[config.mk]
export PLATFORM = sky130hd
export DESIGN_NAME = axi_rt_unit_counter_mc
export DESIGN_NICKNAME = d
export VERILOG_FILES = /design/src/rtl/axi_rt_counter_pkg.sv /design/src/rtl/axi_rt_unit_budget_chan.sv /design/src/rtl/axi_rt_unit_counter_mc.sv
export SDC_FILE = /design/constraint.sdc
export NUM_CORES = 1
export LEC_CHECK = 0
export BUFFER_PORTS_ARGS = -buffer_cell sky130_fd_sc_hd__buf_4
export CAP_MARGIN = 0
export CORE_MARGIN = 4
export CORE_UTILIZATION = 27
export DETAILED_ROUTE_END_ITERATION = 8
export PLACE_DENSITY = 0.59
export SLEW_MARGIN = 40
export SYNTH_ARGS = -nofsm -noshare
export SYNTH_HDL_FRONTEND = slang
export SYNTH_SLANG_ARGS = --single-unit
[constraint.sdc]
create_clock -name clk_i -period 8.2 [get_ports clk_i]
set_input_delay 1.64 -clock clk_i [delete_from_list [all_inputs] [get_ports clk_i]]
set_output_delay 1.64 -clock clk_i [all_outputs]
set_load 0.01 [all_outputs]
[src/rtl/axi_rt_counter_pkg.sv]
// Shared types and saturating arithmetic helpers for the RT unit budget counters.
// Helpers operate on a fixed 64-bit container; callers zero-extend in and truncate out.
package axi_rt_counter_pkg;

    typedef enum logic {
        RELOAD = 1'b0,
        CARRY  = 1'b1
    } replenish_mode_e;

    localparam int unsigned MaxCntWidth = 64;

    typedef logic [MaxCntWidth-1:0] cnt_t;

    function automatic cnt_t sat_sub(input cnt_t a, input cnt_t b);
        return (b > a) ? '0 : (a - b);
    endfunction

    // One extra bit holds the carry, so the sum never wraps before the cap.
    function automatic cnt_t cap_add(input cnt_t a, input cnt_t b, input cnt_t cap);
        logic [MaxCntWidth:0] sum;
        sum = {1'b0, a} + {1'b0, b};
        return (sum > {1'b0, cap}) ? cap : sum[MaxCntWidth-1:0];
    endfunction

endpackage

[src/rtl/axi_rt_unit_budget_chan.sv]
// One byte-budget channel: replenish base, spend with zero saturation, overrun pulse.
// AXI_RT_UNIT_COUNTER_OVERRUN_STATS_EN adds a saturating overrun statistic counter.
module axi_rt_unit_budget_chan
    import axi_rt_counter_pkg::*;
#(
    parameter int unsigned BudgetWidth = 32,
    parameter int unsigned StatWidth   = 16
) (
    input  logic                   clk_i,
    input  logic                   rst_i,
    input  logic                   enable_i,
    input  logic                   repl_i,
    input  logic                   ax_happening_i,
    input  logic [BudgetWidth-1:0] ax_bytes_i,
    input  logic [BudgetWidth-1:0] budget_i,
    input  logic [BudgetWidth-1:0] credit_cap_i,
    input  replenish_mode_e        mode_i,
    output logic [BudgetWidth-1:0] budget_left_o,
    output logic                   budget_spent_o,
    output logic                   overrun_o,
    output logic [StatWidth-1:0]   overrun_cnt_o
);

    logic [BudgetWidth-1:0] budget_q, budget_d;
    logic [BudgetWidth-1:0] base_val;
    logic                   overrun_q, overrun_d;
    logic                   spend;

    // A transaction coinciding with a replenish is charged against the new value.
    always_comb begin
        base_val = budget_q;
        if (repl_i) begin
            if (mode_i == CARRY) begin
                base_val = BudgetWidth'(cap_add(cnt_t'(budget_q), cnt_t'(budget_i),
                                                cnt_t'(credit_cap_i)));
            end else begin
                base_val = budget_i;
            end
        end
        spend     = enable_i & ax_happening_i & (base_val != '0);
        budget_d  = base_val;
        overrun_d = 1'b0;
        if (spend) begin
            budget_d  = BudgetWidth'(sat_sub(cnt_t'(base_val), cnt_t'(ax_bytes_i)));
            overrun_d = (ax_bytes_i > base_val);
        end
    end

    always_ff @(posedge clk_i or posedge rst_i) begin
        if (rst_i) begin
            budget_q  <= '0;
            overrun_q <= 1'b0;
        end else begin
            budget_q  <= budget_d;
            overrun_q <= overrun_d;
        end
    end

    assign budget_left_o  = budget_q;
    assign budget_spent_o = (budget_q == '0);
    assign overrun_o      = overrun_q;

`ifdef AXI_RT_UNIT_COUNTER_OVERRUN_STATS_EN
    logic [StatWidth-1:0] stat_q, stat_d;

    always_comb begin
        stat_d = stat_q;
        if (overrun_q && (stat_q != '1)) begin
            stat_d = stat_q + 1'b1;
        end
    end

    always_ff @(posedge clk_i or posedge rst_i) begin
        if (rst_i) begin
            stat_q <= '0;
        end else begin
            stat_q <= stat_d;
        end
    end

    assign overrun_cnt_o = stat_q;
`else
    assign overrun_cnt_o = '0;
`endif

endmodule

[src/rtl/axi_rt_unit_counter_mc.sv]
// Multi-channel RT unit counter: shared period down-counter driving NumChannels budget channels.
// Optional per-channel overrun statistics via AXI_RT_UNIT_COUNTER_OVERRUN_STATS_EN.
module axi_rt_unit_counter_mc
    import axi_rt_counter_pkg::*;
#(
    parameter int unsigned NumChannels = 2,
    parameter int unsigned PeriodWidth = 32,
    parameter int unsigned BudgetWidth = 32,
    parameter type         ax_bytes_t  = logic [BudgetWidth-1:0],
    parameter int unsigned StatWidth   = 16
) (
    input  logic                                    clk_i,
    input  logic                                    rst_i,
    input  logic                                    enable_i,
    input  logic [PeriodWidth-1:0]                  period_i,
    input  logic                                    period_abort_i,
    output logic [PeriodWidth-1:0]                  period_left_o,
    output logic                                    period_over_o,
    input  logic [NumChannels-1:0]                  ax_happening_i,
    input  ax_bytes_t [NumChannels-1:0]             ax_bytes_i,
    input  logic [NumChannels-1:0][BudgetWidth-1:0] budget_i,
    input  logic [NumChannels-1:0][BudgetWidth-1:0] credit_cap_i,
    input  logic [NumChannels-1:0]                  mode_i,
    output logic [NumChannels-1:0][BudgetWidth-1:0] budget_left_o,
    output logic [NumChannels-1:0]                  budget_spent_o,
    output logic [NumChannels-1:0]                  overrun_o,
    output logic [NumChannels-1:0][StatWidth-1:0]   overrun_cnt_o
);

    logic [PeriodWidth-1:0] period_q, period_d;
    logic                   repl;

    // Replenish ignores enable_i so the first cycle out of reset loads everything.
    assign repl = (period_q == '0) | period_abort_i;

    always_comb begin
        period_d = period_q;
        if (repl) begin
            period_d = period_i;
        end else if (enable_i) begin
            period_d = period_q - 1'b1;
        end
    end

    always_ff @(posedge clk_i or posedge rst_i) begin
        if (rst_i) begin
            period_q <= '0;
        end else begin
            period_q <= period_d;
        end
    end

    assign period_left_o = period_q;
    assign period_over_o = repl;

    for (genvar gi = 0; gi < NumChannels; gi++) begin : g_chan
        axi_rt_unit_budget_chan #(
            .BudgetWidth (BudgetWidth),
            .StatWidth   (StatWidth)
        ) u_chan (
            .clk_i          (clk_i),
            .rst_i          (rst_i),
            .enable_i       (enable_i),
            .repl_i         (repl),
            .ax_happening_i (ax_happening_i[gi]),
            .ax_bytes_i     (BudgetWidth'(ax_bytes_i[gi])),
            .budget_i       (budget_i[gi]),
            .credit_cap_i   (credit_cap_i[gi]),
            .mode_i         (replenish_mode_e'(mode_i[gi])),
            .budget_left_o  (budget_left_o[gi]),
            .budget_spent_o (budget_spent_o[gi]),
            .overrun_o      (overrun_o[gi]),
            .overrun_cnt_o  (overrun_cnt_o[gi])
        );
    end

endmodule

======== Yosys cells after proc, flatten, opt, wreduce, memory -nomap -nowiden ========
Cells that the tools add are included.
operators by class
  add/sub/neg operators ................... 5
  magnitude comparators ................... 6
  mux-type cells .......................... 14
  bitwise gates (word level) .............. 5
  reductions and logical operators ........ 6
operator list
  kind                                                 count
  2-to-1 mux 32 bit                                    12
  > comparator 32 bit                                  4
  zero test 32 bit                                     3
  adder 32 x 32 -> 33 bit                              2
  > comparator 33 x 32 -> 1 bit                        2
  nonzero test 32 bit                                  2
  subtractor 32 bit                                    2
  subtractor 32 x 1 -> 32 bit (second input constant)  1
  AND 1 bit                                            4
  2-to-1 mux 1 bit                                     2
  nonzero test 2 bit                                   1
  OR 1 bit                                             1
storage, ports and cells
  flip-flop bits (word level) ............. 98
  input bits .............................. 232
  output and inout port bits .............. 133
  word-level logic and storage cells ...... 41

======== Logic depth before layout (Yosys ltp) ========
Gate-level depths: netlist of run 1.
  depth in word-level cells ............... 8
  depth in mapped cells ................... 40
  mapped depth without buffers ............ 39

======== Modules after synthesis ========
From an unflattened synthesis of run 1, not the netlist that was laid out.
unflattened totals
  cells, all modules ...................... 2,107
  area, all modules ....................... 16,123.0 µm²
modules (own cells, without submodules)
  module                                      instances  cells each  area each (µm²)  sequential area each (µm²)
  axi_rt_unit_budget_chan (g_chan[0].u_chan)  1          961         7,229.4          825.8
  axi_rt_unit_budget_chan (g_chan[1].u_chan)  1          941         6,980.4          825.8
  axi_rt_unit_counter_mc                      1          205         1,913.1          800.8

======== Least setup slack after synthesis of run 1 ========
Ideal clock, no wire load.
  kind .................................... in2reg
  start ................................... input port budget_i[0] in the netlist's numbering
  end ..................................... register g_chan[0].u_chan.budget_q[18]
  library setup time ...................... 119 ps
  arrival time ............................ 9,102 ps
  required time ........................... 8,081 ps
  slack ................................... -1,021 ps
  stages on the path ...................... 36
  buffers on the path ..................... 4
  cell sequence ........................... ha_1 -> fa_1 -> a211oi_2 -> o211ai_2 -> a2111oi_4 -> nor3_1 -> a2111oi_0 -> nor3_1 -> or2_2 -> ha_1 -> a21oi_1 -> o221ai_1 -> a31o_2 -> nor4bb_1 -> a31o_2 -> clkbuf_2 -> nand2_2 -> buf_6 -> buf_2 -> mux2i_1 -> o221a_2 -> inv_1 -> fa_1 -> a211oi_1 -> o211ai_1 -> o211ai_1 -> a31oi_1 -> a41oi_1 -> a21oi_1 -> a41o_1 -> o41a_1 -> nand2_1 -> o21ai_0 -> o211ai_4 -> buf_6 -> o21ai_2
on the way
  word-level cells in the longest chain between the ends .. 8
  elaborated cells between the ends (all ways) .. 11
  classes of those cells .................. add/sub (2); order compare (2); mux (5); bitwise (1); reduce/logical (1)
ends and longest elaborated chain
  element                                          line                                                     source
  start, declared                                  axi_rt_unit_counter_mc.sv:21                             input logic [NumChannels-1:0][BudgetWidth-1:0] budget_i,
  adder 32 x 32 -> 33 bit                          axi_rt_counter_pkg.sv:21                                 sum = {1'b0, a} + {1'b0, b};
  > comparator 33 x 32 -> 1 bit                    axi_rt_counter_pkg.sv:22                                 return (sum > {1'b0, cap}) ? cap : sum[MaxCntWidth-1:0];
  2-to-1 mux 32 bit                                axi_rt_counter_pkg.sv:22
  2-to-1 mux 32 bit *                              axi_rt_unit_budget_chan.sv:33                            if (mode_i == CARRY) begin
  2-to-1 mux 32 bit *                              axi_rt_unit_budget_chan.sv:32                            if (repl_i) begin
  subtractor 32 bit, or another cell as far along  axi_rt_counter_pkg.sv:15                                 return (b > a) ? '0 : (a - b);
  2-to-1 mux 32 bit or AND 1 bit (tied branches)   axi_rt_counter_pkg.sv:15, axi_rt_unit_budget_chan.sv:40
  2-to-1 mux 32 bit *                              axi_rt_unit_budget_chan.sv:43                            if (spend) begin
  net g_chan[0].u_chan.budget_d[18]                axi_rt_unit_budget_chan.sv:24                            logic [BudgetWidth-1:0] budget_q, budget_d;
  end signal, assigned                             axi_rt_unit_budget_chan.sv:54                            budget_q <= budget_d;
  end, declared                                    axi_rt_unit_budget_chan.sv:24
The timed path passes the listed nets; every way through them passes the cells marked *.
A chain may end at the register's enable or synchronous reset.

======== Worst setup path in the final report of run 1 ========
  start ................................... input port budget_i[0] in the netlist's numbering
  end ..................................... register g_chan[0].u_chan.budget_q[3]
The elaborated chain is that of the path after synthesis.

==> reports/results.tsv, run 1 <==
stage	metric	value	unit
timing	minimum clock period	8560	ps
placement	PortBufs	332	
power	sw frac	49.4	%
clock_network	clock sink count	98	
yosys	Synth top cells by count	a21oi_1, ha_1, nand2_1	
job	Max-cap violations	0	
yosys	ys async rst share	100	%
power	part of the power in the clock network	4.3	%
timing	RSZ-0062 raised after global routing	true	
placement	Placed Cells	3482	
power	Seq pwr share	9.8	%
floorplanning	Die Ht	245	µm
routing	Starting DRT DRC Count	1260	
floorplanning	number of core rows	86	
floorplanning	die area	60100	µm²
global_route	vias in the first global route	18358	
placement	HPWL after DPL	58.8	mm
routing	remaining antenna violation count	0	
worst_setup_path	worst setup path category	input pin to flop	
routing	Vias/cell	5.24	
worst_setup_path	critical path arrival	8840	ps
yosys	Post-Syn Area	15200	µm²
routing	Initial DRT Pass Iterations	6	
yosys	post-synth top area share	16.1	%
routing	DRC viols	0	
routing	via count	18545	
clock_network	Clk Latency, worst-skew pair	380	ps
timing	achievable frequency	0.117	GHz
final_layout	layout cells sized above 1	37.3	%
global_route	GRT Overall Usage	22.5	%
power	Psw	5.10	mW
yosys	synth warn	0	
clock_network	total CTS buffers	9	
floorplanning	initial cell density of the core	27.4	%
yosys	register bit total from synthesis	98	
global_route	largest net degree at the start of global routing	73	
clock_network	clock root buffer	clkbuf_16	
placement	placed cell area	21800	µm²
worst_setup_path	Crit. End Element	flop	
timing	worst setup margin	-355	ps
timing	final hold violation count	0	
worst_setup_path	Crit Path Max Fanout	6	
hold_path	Min-Delay Path Class	flop to flop	
timing	final number of setup-violating endpoints	65	
clock_network	clk slew on worst S/H paths	80	ps
timing	Clock Skews	9.25	ps
yosys	sequential area share after synthesis	16.1	%
floorplanning	chip width	245	µm
yosys	Syn Area/Cell	7.44	µm²
power	part of the power in combinational logic	85.9	%
floorplanning	core area	55400	µm²
floorplanning	I/O pin cnt	365	
global_route	first-pass GRT wire length	106	mm
worst_setup_path	CP max-delay cell	a2111oi_4	
placement	routability cong.	0.972	
power	P per Cell Area	442	nW/µm²
status	failing checks	setup timing	
worst_setup_path	CP startpoint kind	input pin	
routing	drt total wl	71.4	mm
yosys	most frequent cell after synthesis	a21oi_1	
status	status	finished, violations left	
global_route	GRT overflow	0	
timing	final slew viol count	0	
clock_network	maximum root-to-sink buffer count	2	
yosys	Syn Inst Count	2041	
final_layout	# fillers	5523	
final_layout	Finished Layout Cells	3539	
clock_network	# hold bufs at CTS	0	
timing	final worst-path cycle share	104	%
yosys	Main synth FF type	dfrtp_1	
yosys	Post-synth EDFFs	0	
final_layout	NumNets Final	3217	
final_layout	Final Cell Area	23300	µm²
clock_network	H-tree depth	3	
worst_setup_path	slowest cell delay on critical path	410	ps
yosys	top post-synthesis cells by area	dfrtp_1, ha_1, a21oi_1, o21ai_0, nand2_1	
global_route	initial antenna violation count	2	
power	VDD IR max	0.000197	V
routing	DR WL/cell	20.2	µm
power	Leak	11.6	nW
clock_network	CTS tree	yes	
yosys	count of cell types in the netlist	96	
final_layout	Area growth syn-to-layout	53.7	%
worst_setup_path	Worst EP required	8480	ps
power	P_int	5.21	mW
yosys	Yosys top cell by area	dfrtp_1	
timing	TNS Setup	-13930	ps
timing	Rel. slew slack	37.1	%
timing	Worst Tran Pin Value	940	ps
==> path summary, 6_finish.rpt <==
| path | start | to | slack [ps] | cells past startpoint |
|---|---|---|---|---|
| setup / recovery | budget_i[0] | g_chan[0].u_chan.budget_left_o[3] | -360 | 35 |
| hold / removal | period_left_o[17] | period_left_o[17] | 610 | 2 |
| setup reg to reg | g_chan[0].u_chan.budget_left_o[0] | g_chan[0].u_chan.budget_left_o[3] | 490 | 34 |
| hold reg to reg | period_left_o[17] | period_left_o[17] | 610 | 2 |
| max in group asynchronous | rst_i | period_left_o[21] | 5960 | 4 |
| min in group asynchronous | rst_i | g_chan[0].u_chan.budget_left_o[26] | 1260 | 2 |
==> layer usage <==
layer / track usage (%) / share of wire (%) / wire (µm) / vias up
met5: 0 / 0.013 / 9 / -
met4: 9.28 / 4.3 / 3060 / 2
met3: 3.28 / 7.3 / 5230 / 139
met2: 35.9 / 45 / 32100 / 694
met1: 30.4 / 43 / 31000 / 8857
li1: - / - / - / 8853
==> worst max-delay path: cells and delay by family <==
family / cells / cell delay (ps)
AOI/OAI and AO/OA: 19 / 4310
adders and majority gates: 4 / 1060
buffers and inverters: 4 / 520
and+or+nand+nor: 8 / 1280
==> metrics by stage <==
step | hold WS (ps) | setup slack [ps] | util [%] | power, mW
floorplan | 615 | -198 | - | 5.32
global placement | 585 | -783 | 39.4 | 8.68
detailed placement | 605 | -865 | 39.4 | 8.84
CTS | 615 | -195 | 41.3 | 9.83
global route | 641 | -653 | 42.1 | 11.0
finish | 613 | -355 | 42.1 | 10.3
==> registers in the layout, summed over array words and instances (netlist names) <==
register                     count
period_left_o                   32
g_chan.u_chan.budget_left_o     64
g_chan.u_chan.overrun_o          2
==> power by group through the flow <==
stage	clock [mW]	sequential, mW	combinational (mW)
after floorplan	0	0.885	4.44
final	0.438	1.01	8.86
after CTS	0.454	0.987	8.39
after global placement	0	0.985	7.69
after global routing	0.467	1.01	9.55
after detailed placement	0	0.989	7.85
==> layout by cell type (no fill, tap or decap), types with 31 or more instances in the layout <==
cell type / count
a21o_1: 49
a21oi_1: 182
and3_1: 52
buf_4: 787
conb_1: 32
dfrtp_1: 98
ha_1: 174
inv_1: 178
nand2_1: 186
nand3_1: 41
nand4_1: 36
nor2_1: 98
nor3_1: 41
nor4_1: 31
o21ai_0: 129
xnor2_1: 80
xor2_1: 50
==> layout make-up <==
cell class | count | area [µm²] | area share [%]
Multi-Input combinational cell | 1679 | 12700 | 54.4
Timing Repair Buffer | 810 | 6260 | 26.8
Sequential cell | 98 | 2450 | 10.5
Tap cell | 748 | 936 | 4.01
Inverter | 187 | 706 | 3.02
Clock buffer | 10 | 239 | 1.02
Clock inverter | 6 | 53.8 | 0.230
Antenna cell | 1 | 2.50 | 0.0107
==> cell families after synthesis <==
kind of cell    after synthesis  share of synthesized area (%)
fa+ha+maj                   200                           16.7
buf+inv                     296                           8.72
flops                        98                           16.1
other cells                   1                         0.0247
xor+xnor                    133                           7.67
simple gates                634                           21.0
mux                          27                           1.85
compound gates              652                           27.9
==> repair_timing <==
item | CTS | global route
gates cloned | 5 | 0
setup buffers | 23 | 13
pin swaps | 51 | 41
endpoints found under the setup margin | 66 | 66
gates resized for setup | 109 | 68
Power figures use the tool's default switching activity.
==> run 2, diff against run 1 <==
==> constraint.sdc (replaced) <==
create_clock -name clk_i -period 7 [get_ports clk_i]
set_input_delay 1.4 -clock clk_i [delete_from_list [all_inputs] [get_ports clk_i]]
set_output_delay 1.4 -clock clk_i [all_outputs]
set_load 0.01 [all_outputs]
==> reports/results.tsv, run 2 (synthesis results as in run 1) <==
stage	metric	value	unit	change
routing	Vias/cell	5.23		-0.25%
status	failing checks	setup timing		
worst_setup_path	Crit. End Element	flop		
clock_network	H-tree depth	3		unchanged
clock_network	CTS tree	yes		
global_route	first-pass GRT wire length	116	mm	+10%
worst_setup_path	reg2reg start	g_chan[0].u_chan.budget_left_o[0]		
worst_setup_path	worst path buffer plus inverter count	8		+4
clock_network	clock sink count	98		unchanged
timing	RSZ-0062 raised after global routing	true		
timing	worst setup margin	-1470	ps	-1110 ps
floorplanning	number of core rows	86		unchanged
worst_setup_path	Most common cell on crit path	buf_6		
worst_setup_path	Critical Path Source	budget_i[0]		
routing	Initial DRT Pass Iterations	6		unchanged
timing	minimum clock period	8470	ps	
placement	PortBufs	332		unchanged
routing	Starting DRT DRC Count	1437		+14%
timing	Clock Skews	8.90	ps	-0.355 ps
worst_setup_path	CP startpoint kind	input pin		
final_layout	Largest register FFs	64		unchanged
worst_setup_path	CP max-delay cell	fa_2		
timing	Worst Tran Pin Value	1240	ps	+295 ps
hold_path	Hold Startpoint	period_left_o[7]		
floorplanning	initial cell density of the core	27.4	%	unchanged
final_layout	NumNets Final	3430		+6.6%
routing	via count	19617		+5.8%
routing	drt total wl	79.3	mm	+11%
global_route	vias in the first global route	19324		+5.3%
placement	HPWL after DPL	65.7	mm	+12%
timing	achievable frequency	0.118	GHz	
worst_setup_path	Crit Path Max Fanout	6		unchanged
global_route	initial antenna violation count	5		+3
timing	Rel. slew slack	17.6	%	-19 points
global_route	GRT overflow	0		unchanged
final_layout	commonest non-fill, non-tap cell in the layout	buf_4		
floorplanning	Die Ht	245	µm	unchanged
routing	DRC viols	0		unchanged
final_layout	layout cells sized above 1	43.0	%	+5.7 points
final_layout	Area growth syn-to-layout	67.7	%	
global_route	largest net degree at the start of global routing	82		+12%
floorplanning	core area	55400	µm²	unchanged
worst_setup_path	slowest cell delay on critical path	420	ps	about the same
worst_setup_path	Worst EP required	7270	ps	-1210 ps
routing	DR WL/cell	21.1	µm	+4.7%
timing	final slew viol count	0		unchanged
worst_setup_path	worst setup path category	input pin to flop		
floorplanning	die area	60100	µm²	unchanged
floorplanning	chip width	245	µm	unchanged
clock_network	Clk Latency, worst-skew pair	380	ps	about the same
timing	final hold slack	607	ps	-6.20 ps
clock_network	maximum root-to-sink buffer count	2		unchanged
final_layout	# fillers	5443		-1.4%
clock_network	clk slew on worst S/H paths	70	ps	about the same
clock_network	clock root buffer	clkbuf_16		
timing	final number of setup-violating endpoints	66		+1.5%
power	total power	13.6	mW	+32%
global_route	GRT Overall Usage	25.0	%	+2.6 points
worst_setup_path	critical path arrival	8730	ps	-110 ps
worst_setup_path	Top delay family on crit path	compound AO/OA/AOI/OAI gates		
timing	final worst-path cycle share	121	%	
placement	routability cong.	0.999		+2.8%
power	P per Cell Area	535	nW/µm²	+21%
routing	remaining antenna violation count	0		unchanged
timing	final hold violation count	0		unchanged
final_layout	commonest cells after routing, fill and taps aside	buf_4, nand2_1, a21oi_1, inv_1, ha_1		
power	VDD IR max	0.000196	V	-0.44%
floorplanning	I/O pin cnt	365		unchanged
power	Leak	12.8	nW	+10%
status	status	finished, violations left		
job	Max-cap violations	0		unchanged
clock_network	total CTS buffers	9		unchanged
hold_path	Min-Delay Path Class	flop to flop		
clock_network	# hold bufs at CTS	0		unchanged
[run 2: worst paths after layout]
check	end	slack (ps)	cells after the start
max	g_chan[0].u_chan.budget_left_o[31]	-1470	39
min	period_left_o[7]	610	2
max reg2reg	g_chan[0].u_chan.budget_left_o[31]	-780	38
min reg2reg	period_left_o[7]	610	2
max in group asynchronous	g_chan[0].u_chan.budget_left_o[24]	4950	3
min in group asynchronous	period_left_o[22]	1060	2
[run 2: worst register-to-register path: cells and delay by family, from the launching register on]
| family | cells | cell delay [ps] |
|---|---|---|
| compound gates | 20 | 4030 |
| fa+ha+maj | 5 | 1410 |
| buf+inv | 7 | 890 |
| flops | 1 | 410 |
| simple gates | 6 | 970 |
[run 2: final cells by class]
cell class,count,area [µm²],share of cell area [%]
tap,748,936,3.67
clock inverter,5,85.1,0.334
sequential,98,2450,9.63
timing repair buffer,1022,7950,31.2
antenna,2,5.00,0.0197
inverter,187,706,2.77
clock buffer,11,243,0.953
multi-input combinational,1680,13100,51.4
[run 2: timing repair]
item | 4_1_cts | 5_1_grt
gates resized for setup | 142 | 112
setup endpoints to repair | 66 | 66
hold endpoints to repair | 0 | 0
cloned | 6 | 2
pin swaps | 58 | 70
setup buffers | 55 | 25
[run 2: metrics by stage]
step | instance area, µm² | utilization (%) | TNS [ps] | setup WS [ps] | instances
after floorplan | 15700 | - | -66830 | -1160 | 2072
after global placement | 23100 | 41.7 | -111150 | -1940 | 3654
after detailed placement | 23100 | 41.7 | -117090 | -2020 | 3654
after CTS | 24600 | 44.5 | -74280 | -1350 | 3729
after global routing | 25500 | 46.0 | -100140 | -1690 | 3753
final | 25500 | 46.0 | -81800 | -1470 | 3753
[run 2: metal layers]
layer | GRT usage [%] | up-vias | routed length, µm
met5 | 0 | - | 21
met3 | 4.16 | 124 | 5980
met1 | 34.9 | 9426 | 35800
met2 | 39.1 | 776 | 34600
li1 | - | 9287 | -
met4 | 8.69 | 4 | 2880
[run 2: power breakdown]
part | switching, mW | leakage, nW | internal [mW]
registers | 0.289 | 1.22 | 0.757
logic | 6.03 | 11.4 | 5.97
clock network | 0.246 | 0.157 | 0.326
